--- src/rtl/block_sequencer.sv ---
// Bit-serial control sequencer: fetches, decodes and executes a tiny
// 4-bit-opcode ISA, driving an external ALU and data memory.
module block_sequencer #(
  parameter int DATA_WIDTH = 1,
  parameter int ADDR_WIDTH = 8
) (
  input  logic                  clk,
  input  logic                  rst,
  input  logic                  en,
  output logic [ADDR_WIDTH-1:0] prog_addr,
  input  logic [ADDR_WIDTH+3:0] prog_data,
  input  logic                  zero_flag,
  output logic [3:0]            alu_op,
  output logic                  wr_cr,
  output logic [ADDR_WIDTH-1:0] mem_addr,
  output logic                  mem_rd,
  output logic                  mem_wr,
  output logic                  halted,
  output logic [2:0]            state
);

  localparam logic [3:0] OP_NOP = 4'd0;
  localparam logic [3:0] OP_LD  = 4'd1;
  localparam logic [3:0] OP_NOT = 4'd6;
  localparam logic [3:0] OP_ST  = 4'd7;
  localparam logic [3:0] OP_STN = 4'd8;
  localparam logic [3:0] OP_JMP = 4'd9;
  localparam logic [3:0] OP_JZ  = 4'd10;
  localparam logic [3:0] OP_HLT = 4'd15;

  typedef enum logic [2:0] {
    FETCH   = 3'd0,
    DECODE  = 3'd1,
    EXECUTE = 3'd2,
    WRITE   = 3'd3,
    HALT    = 3'd4
  } state_t;

  typedef struct packed {
    logic [3:0]            op;
    logic [ADDR_WIDTH-1:0] arg;
  } instr_t;

  state_t                state_q, state_d;
  logic [ADDR_WIDTH-1:0] pc_q, pc_d;
  instr_t                ir_q, ir_d;

  logic [3:0] raw_op;
  logic       is_alu, is_st, is_jmp, is_jz, is_hlt;
  logic       rd_raw, wr_raw, mw_raw;

  // The datapath width lives outside this block; kept for the parameter list.
  logic [DATA_WIDTH-1:0] unused_dw;
  assign unused_dw = '0;

  assign raw_op    = prog_data[ADDR_WIDTH+3:ADDR_WIDTH];
  assign prog_addr = pc_q;
  assign mem_addr  = ir_q.arg;
  assign halted    = (state_q == HALT);
  assign state     = state_q;

  always_comb begin
    is_alu = 1'b0;
    is_st  = 1'b0;
    is_jmp = 1'b0;
    is_jz  = 1'b0;
    is_hlt = 1'b0;
    unique case (1'b1)
      (ir_q.op >= OP_LD) && (ir_q.op <= OP_NOT): is_alu = 1'b1;
      (ir_q.op == OP_ST) || (ir_q.op == OP_STN): is_st  = 1'b1;
      (ir_q.op == OP_JMP):                       is_jmp = 1'b1;
      (ir_q.op == OP_JZ):                        is_jz  = 1'b1;
      (ir_q.op == OP_HLT):                       is_hlt = 1'b1;
      default: ;
    endcase
  end

  always_comb begin
    state_d = state_q;
    pc_d    = pc_q;
    ir_d    = ir_q;
    alu_op  = OP_NOP;
    rd_raw  = 1'b0;
    wr_raw  = 1'b0;
    mw_raw  = 1'b0;
    case (state_q)
      FETCH: state_d = DECODE;
      DECODE: begin
        // Reserved codes are folded to NOP so they look like NOP downstream.
        if ((raw_op >= 4'd11) && (raw_op <= 4'd14))
          ir_d.op = OP_NOP;
        else
          ir_d.op = raw_op;
        ir_d.arg = prog_data[ADDR_WIDTH-1:0];
        state_d  = EXECUTE;
      end
      EXECUTE: begin
        alu_op = ir_q.op;
        rd_raw = is_alu;
        unique case (1'b1)
          is_jmp: begin
            pc_d    = ir_q.arg;
            state_d = FETCH;
          end
          is_jz: begin
            pc_d    = zero_flag ? ir_q.arg
                                : pc_q + ADDR_WIDTH'(1);
            state_d = FETCH;
          end
          is_hlt:  state_d = HALT;
          default: state_d = WRITE;
        endcase
      end
      WRITE: begin
        alu_op  = ir_q.op;
        wr_raw  = is_alu;
        mw_raw  = is_st;
        pc_d    = pc_q + ADDR_WIDTH'(1);
        state_d = FETCH;
      end
      HALT:    state_d = HALT;
      default: state_d = FETCH;
    endcase
  end

  // Strobes fire only on the edge that actually leaves the state.
  assign mem_rd = rd_raw & en & ~rst;
  assign wr_cr  = wr_raw & en & ~rst;
  assign mem_wr = mw_raw & en & ~rst;

  always_ff @(posedge clk) begin
    if (rst) begin
      state_q <= FETCH;
      pc_q    <= '0;
      ir_q    <= '0;
    end else if (en) begin
      state_q <= state_d;
      pc_q    <= pc_d;
      ir_q    <= ir_d;
    end
  end

endmodule

--- config.mk ---
export PLATFORM = sky130hd
export DESIGN_NAME = block_sequencer
export DESIGN_NICKNAME = d
export VERILOG_FILES = /design/src/rtl/block_sequencer.sv
export SDC_FILE = /design/constraint.sdc
export NUM_CORES = 1
export LEC_CHECK = 0
export CORE_ASPECT_RATIO = 1.2
export CORE_UTILIZATION = 40
export DETAILED_ROUTE_END_ITERATION = 8
export PLACE_DENSITY = 0.67
export SYNTH_ARGS = -nofsm -noshare
export SYNTH_HDL_FRONTEND = slang
export SYNTH_SLANG_ARGS = --single-unit
--- constraint.sdc ---
create_clock -name clk -period 1.9 [get_ports clk]
set_input_delay 0.38 -clock clk [delete_from_list [all_inputs] [get_ports clk]]
set_output_delay 0.38 -clock clk [all_outputs]
set_load 0.01 [all_outputs]
## After elaboration in Yosys (flattened, before gate mapping)

Index checks and enable logic that the tools add are counted.

- Add/subtract/negate cells: 1
- Multipliers: 0
- Divide/modulo/power cells: 0
- Magnitude comparators: 4
- Equality and inequality tests: 10
- Shift-type cells: 0
- Muxes and demuxes: 15
- Bitwise gates (word level): 7
- Reductions and logical operators: 9

Operators by type and width:

| cell | count |
|---|---|
| $pmux W8 S2 | 2 |
| $eq A4 B4 Y1 const B | 4 |
| $pmux W3 S4 | 1 |
| $add A8 B1 Y8 const B | 1 |
| $mux W1 | 8 |
| $mux W4 | 2 |
| $mux W8 | 1 |
| $and A1 B1 Y1 | 6 |
| $eq A3 B2 Y1 const B | 2 |
| $pmux W3 S2 | 1 |
| $eq A4 B3 Y1 const B | 1 |
| $ge A4 B1 Y1 const B | 1 |
| $ge A4 B4 Y1 const B | 1 |
| $le A4 B3 Y1 const B | 1 |
| $le A4 B4 Y1 const B | 1 |
| $reduce_or A2 Y1 | 2 |
| $eq A3 B1 Y1 const B | 1 |
| $eq A3 B3 Y1 const B | 1 |
| $logic_not A3 Y1 | 1 |
| $ne A3 B3 Y1 const B | 1 |
| $reduce_and A3 Y1 | 1 |
| $logic_and A1 B1 Y1 | 2 |
| $reduce_and A2 Y1 | 1 |
| $reduce_bool A2 Y1 | 1 |
| other kinds (2) | 2 |

- Flip-flop bits (word level): 23
- Bits in latches: 0
- Bits in writable memories: 0
- Memory bits (read-only): 0
- Input port bits: 16
- Output and inout bits: 27
- Logic and storage cells: 50
- Memories kept: 0

## Logic depth before layout (Yosys ltp)

- Depth after elaboration: 6
- Mapped depth: 6
- Gate-level depth less buffers: 5

## Worst setup path after synthesis

No wires, ideal clock.

- Kind: flip-flop to output port
- From: register state_q[1] (netlist: state[1])
- To: output mem_rd
- Arrival time: 1.331 ns
- Required time: 1.520 ns
- Setup slack: 0.189 ns
- Stages on the path, launching flop included: 5
- Buffers on the path: 1
- Path through: dfxtp_1 -> nor2b_2 -> nand2_1 -> clkbuf_1 -> nor4_1

- Longest elaborated chain between the ends: 4

Ends and longest elaborated chain:

| item | line | RTL |
|---|---|---|
| start, declared | 44 | `state_t state_q, state_d;` |
| start signal, assigned | 137 | `state_q <= state_d;` |
| $eq A3 B2 Y1 | 86 | `case (state_q)` |
| $mux W1 | 86 |  |
| $and A1 B1 Y1 (2 in a row) | 127 | `assign mem_rd = rd_raw & en & ~rst;` |
| end, declared | 16 | `output logic mem_rd,` |

No other way between the ends.

## Worst setup path after layout

- From: register ir_q[10] (netlist bit)
- To: output mem_rd

- Longest elaborated chain between the ends: 6
- Elaborated cells between the ends (all ways): 7

Ends and longest elaborated chain:

| item | line | RTL |
|---|---|---|
| start, declared | 46 | `instr_t ir_q, ir_d;` |
| start signal, assigned | 139 | `ir_q <= ir_d;` |
| $ge A4 B1 Y1 or $le A4 B3 Y1 (tied branches) | 69 | `(ir_q.op >= OP_LD) && (ir_q.op <= OP_NOT): is_alu = 1'b1;` |
| $logic_and A1 B1 Y1 (*) | 69 |  |
| $mux W1 (*) | 68 | `unique case (1'b1)` |
| $mux W1 (*) | 86 |  |
| $and A1 B1 Y1 (*) (2 in a row) | 127 |  |

Every way passes the cells marked *; elsewhere a longest branch is shown, timed or not.

==> flow_summary.yaml <==
floorplan:
  io_pins: 43
  rows: 22
  core-area_um2: 3110
  start_util_pct: 42.8
  fp.dieW_um: 54.6
  die-area_um2: 3560
  fp.dieH_um: 65.2
hold_path:
  hold_depth: 2
  min_from: "mem_addr[3]"
  min_path_type: "reg2reg"
  hold_end: "mem_addr[3]"
global_route:
  grt_max_degree: 16
  grt.total_usage_pct: 23.0
  grt_overflow_total: 0
  grt_pass1_wl_um: 6100
  antenna_found_initial: 0
  grt_pass1_vias: 1375
cts:
  clk_latency_ns: 0.32
  cts-buffers-inserted: 3
  tritoncts: "yes"
  htree_levels: 1
  cts_sinks: 23
  clockBufferDepth: 2
  cts_root_buf: "clkbuf_4"
  clk_pin_slew_ns: 0.13
outcome:
  status: "complete, but fails checks"
  violations: "negative setup slack"
drt:
  routedWlPerCell_um: 14.6
  drt_iter0_markers: 48
  drcViolationCount: 0
  vias_per_cell: 5.58
  ant_nets: 0
  totalWireLength_um: 3740
  vias: 1429
  dr.pass1.iters: 4
critical_path:
  cp-start-kind: "flip-flop"
  cp_max_fo: 3
  reg2reg_from: "ir_q[11]"
  crit_start: "ir_q[10]"
  endpoint_kind: "output port"
  reg2reg_depth: 5
  cp.required_ns: 1.52
  r2r_slack_ns: 0.18
  criticalPathCategory: "reg2out"
  timing.rr.end: "prog_addr[2]"
  cp_data_arrival_time_ns: 1.55
sta:
  fin_crit_ns: 1.93
  slew_headroom_pct: 78.8
  finalSetupViolCount: 1
  max_freq_mhz: 517
  clock_skew_ns: 0.00804
  rsz0062_at_grt: "true"
  fin_hold_ws_ns: 0.493
  min_period_over_period_pct: 102
  tightest_slew_ns: 0.315
  setup_ws_ns: -0.0327
  slew_viol_final: 0
  finalHoldViolations: 0
finish:
  postLayoutCoreUtil_pct: 60.8
  nets: 238
  final_area_um2: 1890
  nFillCells: 301
  synthToLayoutAreaGrowth_pct: 42.2
  drive_above_1_share_pct: 19.1
  antenna_cells: 0
yosys:
  synth_seq_cells: 23
  syn-cell-area_um2: 1330
  synth_top_area_share_pct: 34.6
  yosysTopAreaCell: "dfxtp_1"
  yosys-top-cells-count: "33 x nand2_1, 23 x dfxtp_1, 14 x a21oi_1"
  synth.distinct_cells: 41
  async_flop_share_pct: 0
  synth_seq_area_share_pct: 34.6
  synth_area_leaders: "dfxtp_1 35%, nand2_1 9.3%, a21oi_1 5.3%"
  postSynthCellCount: 171
  synth_edf_count: 0
  yosys_warnings: 0
  synth_fp_nets: 188
  synth.most_common_cell: "nand2_1"
  syn_avg_cell_area_um2: 7.78
  synthFlopType: "dfxtp_1"
power_and_ir_drop:
  total_power_uw: 953
  p_per_area_nw_per_um2: 504
  leakagePower_nw: 0.689
  peakVddDrop_mv: 0.383
place:
  pre_cts_slack_ns: -0.281
  dpl-instance-area_um2: 1830
  gp_congestion: 0.816
  dpl.hpwl_um: 2730
  portBuffers: 42
flow_run:
  maxCapViolations: 0
[cell usage in the layout, fill, tap and decap left out, drive strengths merged, types with 3 or more instances in the layout]
master         count
a211oi             6
a21oi             14
and2               3
buf               23
clkbuf             4
clkdlybuf4s50     33
dfxtp             23
dlygate4sd2        6
inv                4
mux2i              6
nand2             33
nand3              8
nand4              3
nor2               6
nor3               7
nor4b              3
o21ai              4
o32ai              6
or2                4
[cell type report]
cell class,count,area [µm²],share of cell area [%]
multi-input combinational,125,779,41.2
timing repair buffer,63,556,29.4
clock buffer,3,22.5,1.19
sequential,23,465,24.6
clock inverter,1,5.00,0.265
tap,36,45.0,2.38
inverter,5,18.8,0.992
[what timing repair did]
item,4_1_cts,5_1_grt
hold buffers,0,0
setup endpoints to repair,8,5
gates resized for setup,22,7
pin swaps,0,2
buffers inserted,0,2
[critical path, stage by stage (launching register included)]
cell and delay [ns]:
dfxtp_2 0.35, and3_4 0.18, or3_4 0.40, nor4_4 0.14, buf_2 0.17
[state kept, by name, indices dropped and copies added, names as in the netlist]
name       cells
mem_addr       8
prog_addr      8
ir_q           4
state          3
[where the power goes]
group	switching (mW)	internal (mW)
sequential	0.0162	0.497
combinational	0.0970	0.104
clock	0.160	0.0787
total	0.273	0.680
[worst max-delay path by stage]
| stage | endpoint | slack [ns] |
|---|---|---|
| global placement | mem_wr | -0.26 |
| floorplan | mem_rd | 0.19 |
| finish | mem_rd | -0.03 |
| global route | mem_rd | -0.08 |
| CTS | mem_rd | -0.10 |
| detailed placement | mem_rd | -0.28 |
[routing by layer]
metal / vias to the layer above / routed length, µm / part of all wire [%] / track usage (%)
met3: 4 / 220 / 5.9 / 2.55
met1: 674 / 1580 / 42 / 28.4
met2: 50 / 1890 / 51 / 39.5
met4: 0 / 44 / 1.2 / 8.01
li1: 701 / - / - / -
met5: - / 0 / 0 / 0
[metrics by stage]
stage               std cells  setup TNS [ns]
floorplan                 171               0
global placement          250          -0.846
detailed placement        250           -1.19
CTS                       254          -0.104
global route              256          -0.125
finish                    256         -0.0327
[cells by family (layout without fill, tap and decap cells)]
logic type | Yosys count | after routing | synth area share [%]
simple gates | 76 | 76 | 28.1
fa+ha+maj | 1 | 1 | 0.941
mux | 7 | 7 | 5.36
compound gates | 40 | 40 | 20.4
buf+inv | 23 | 72 | 9.88
xor+xnor | 1 | 1 | 0.659
flops | 23 | 23 | 34.6
Power figures use the tool's default switching activity.
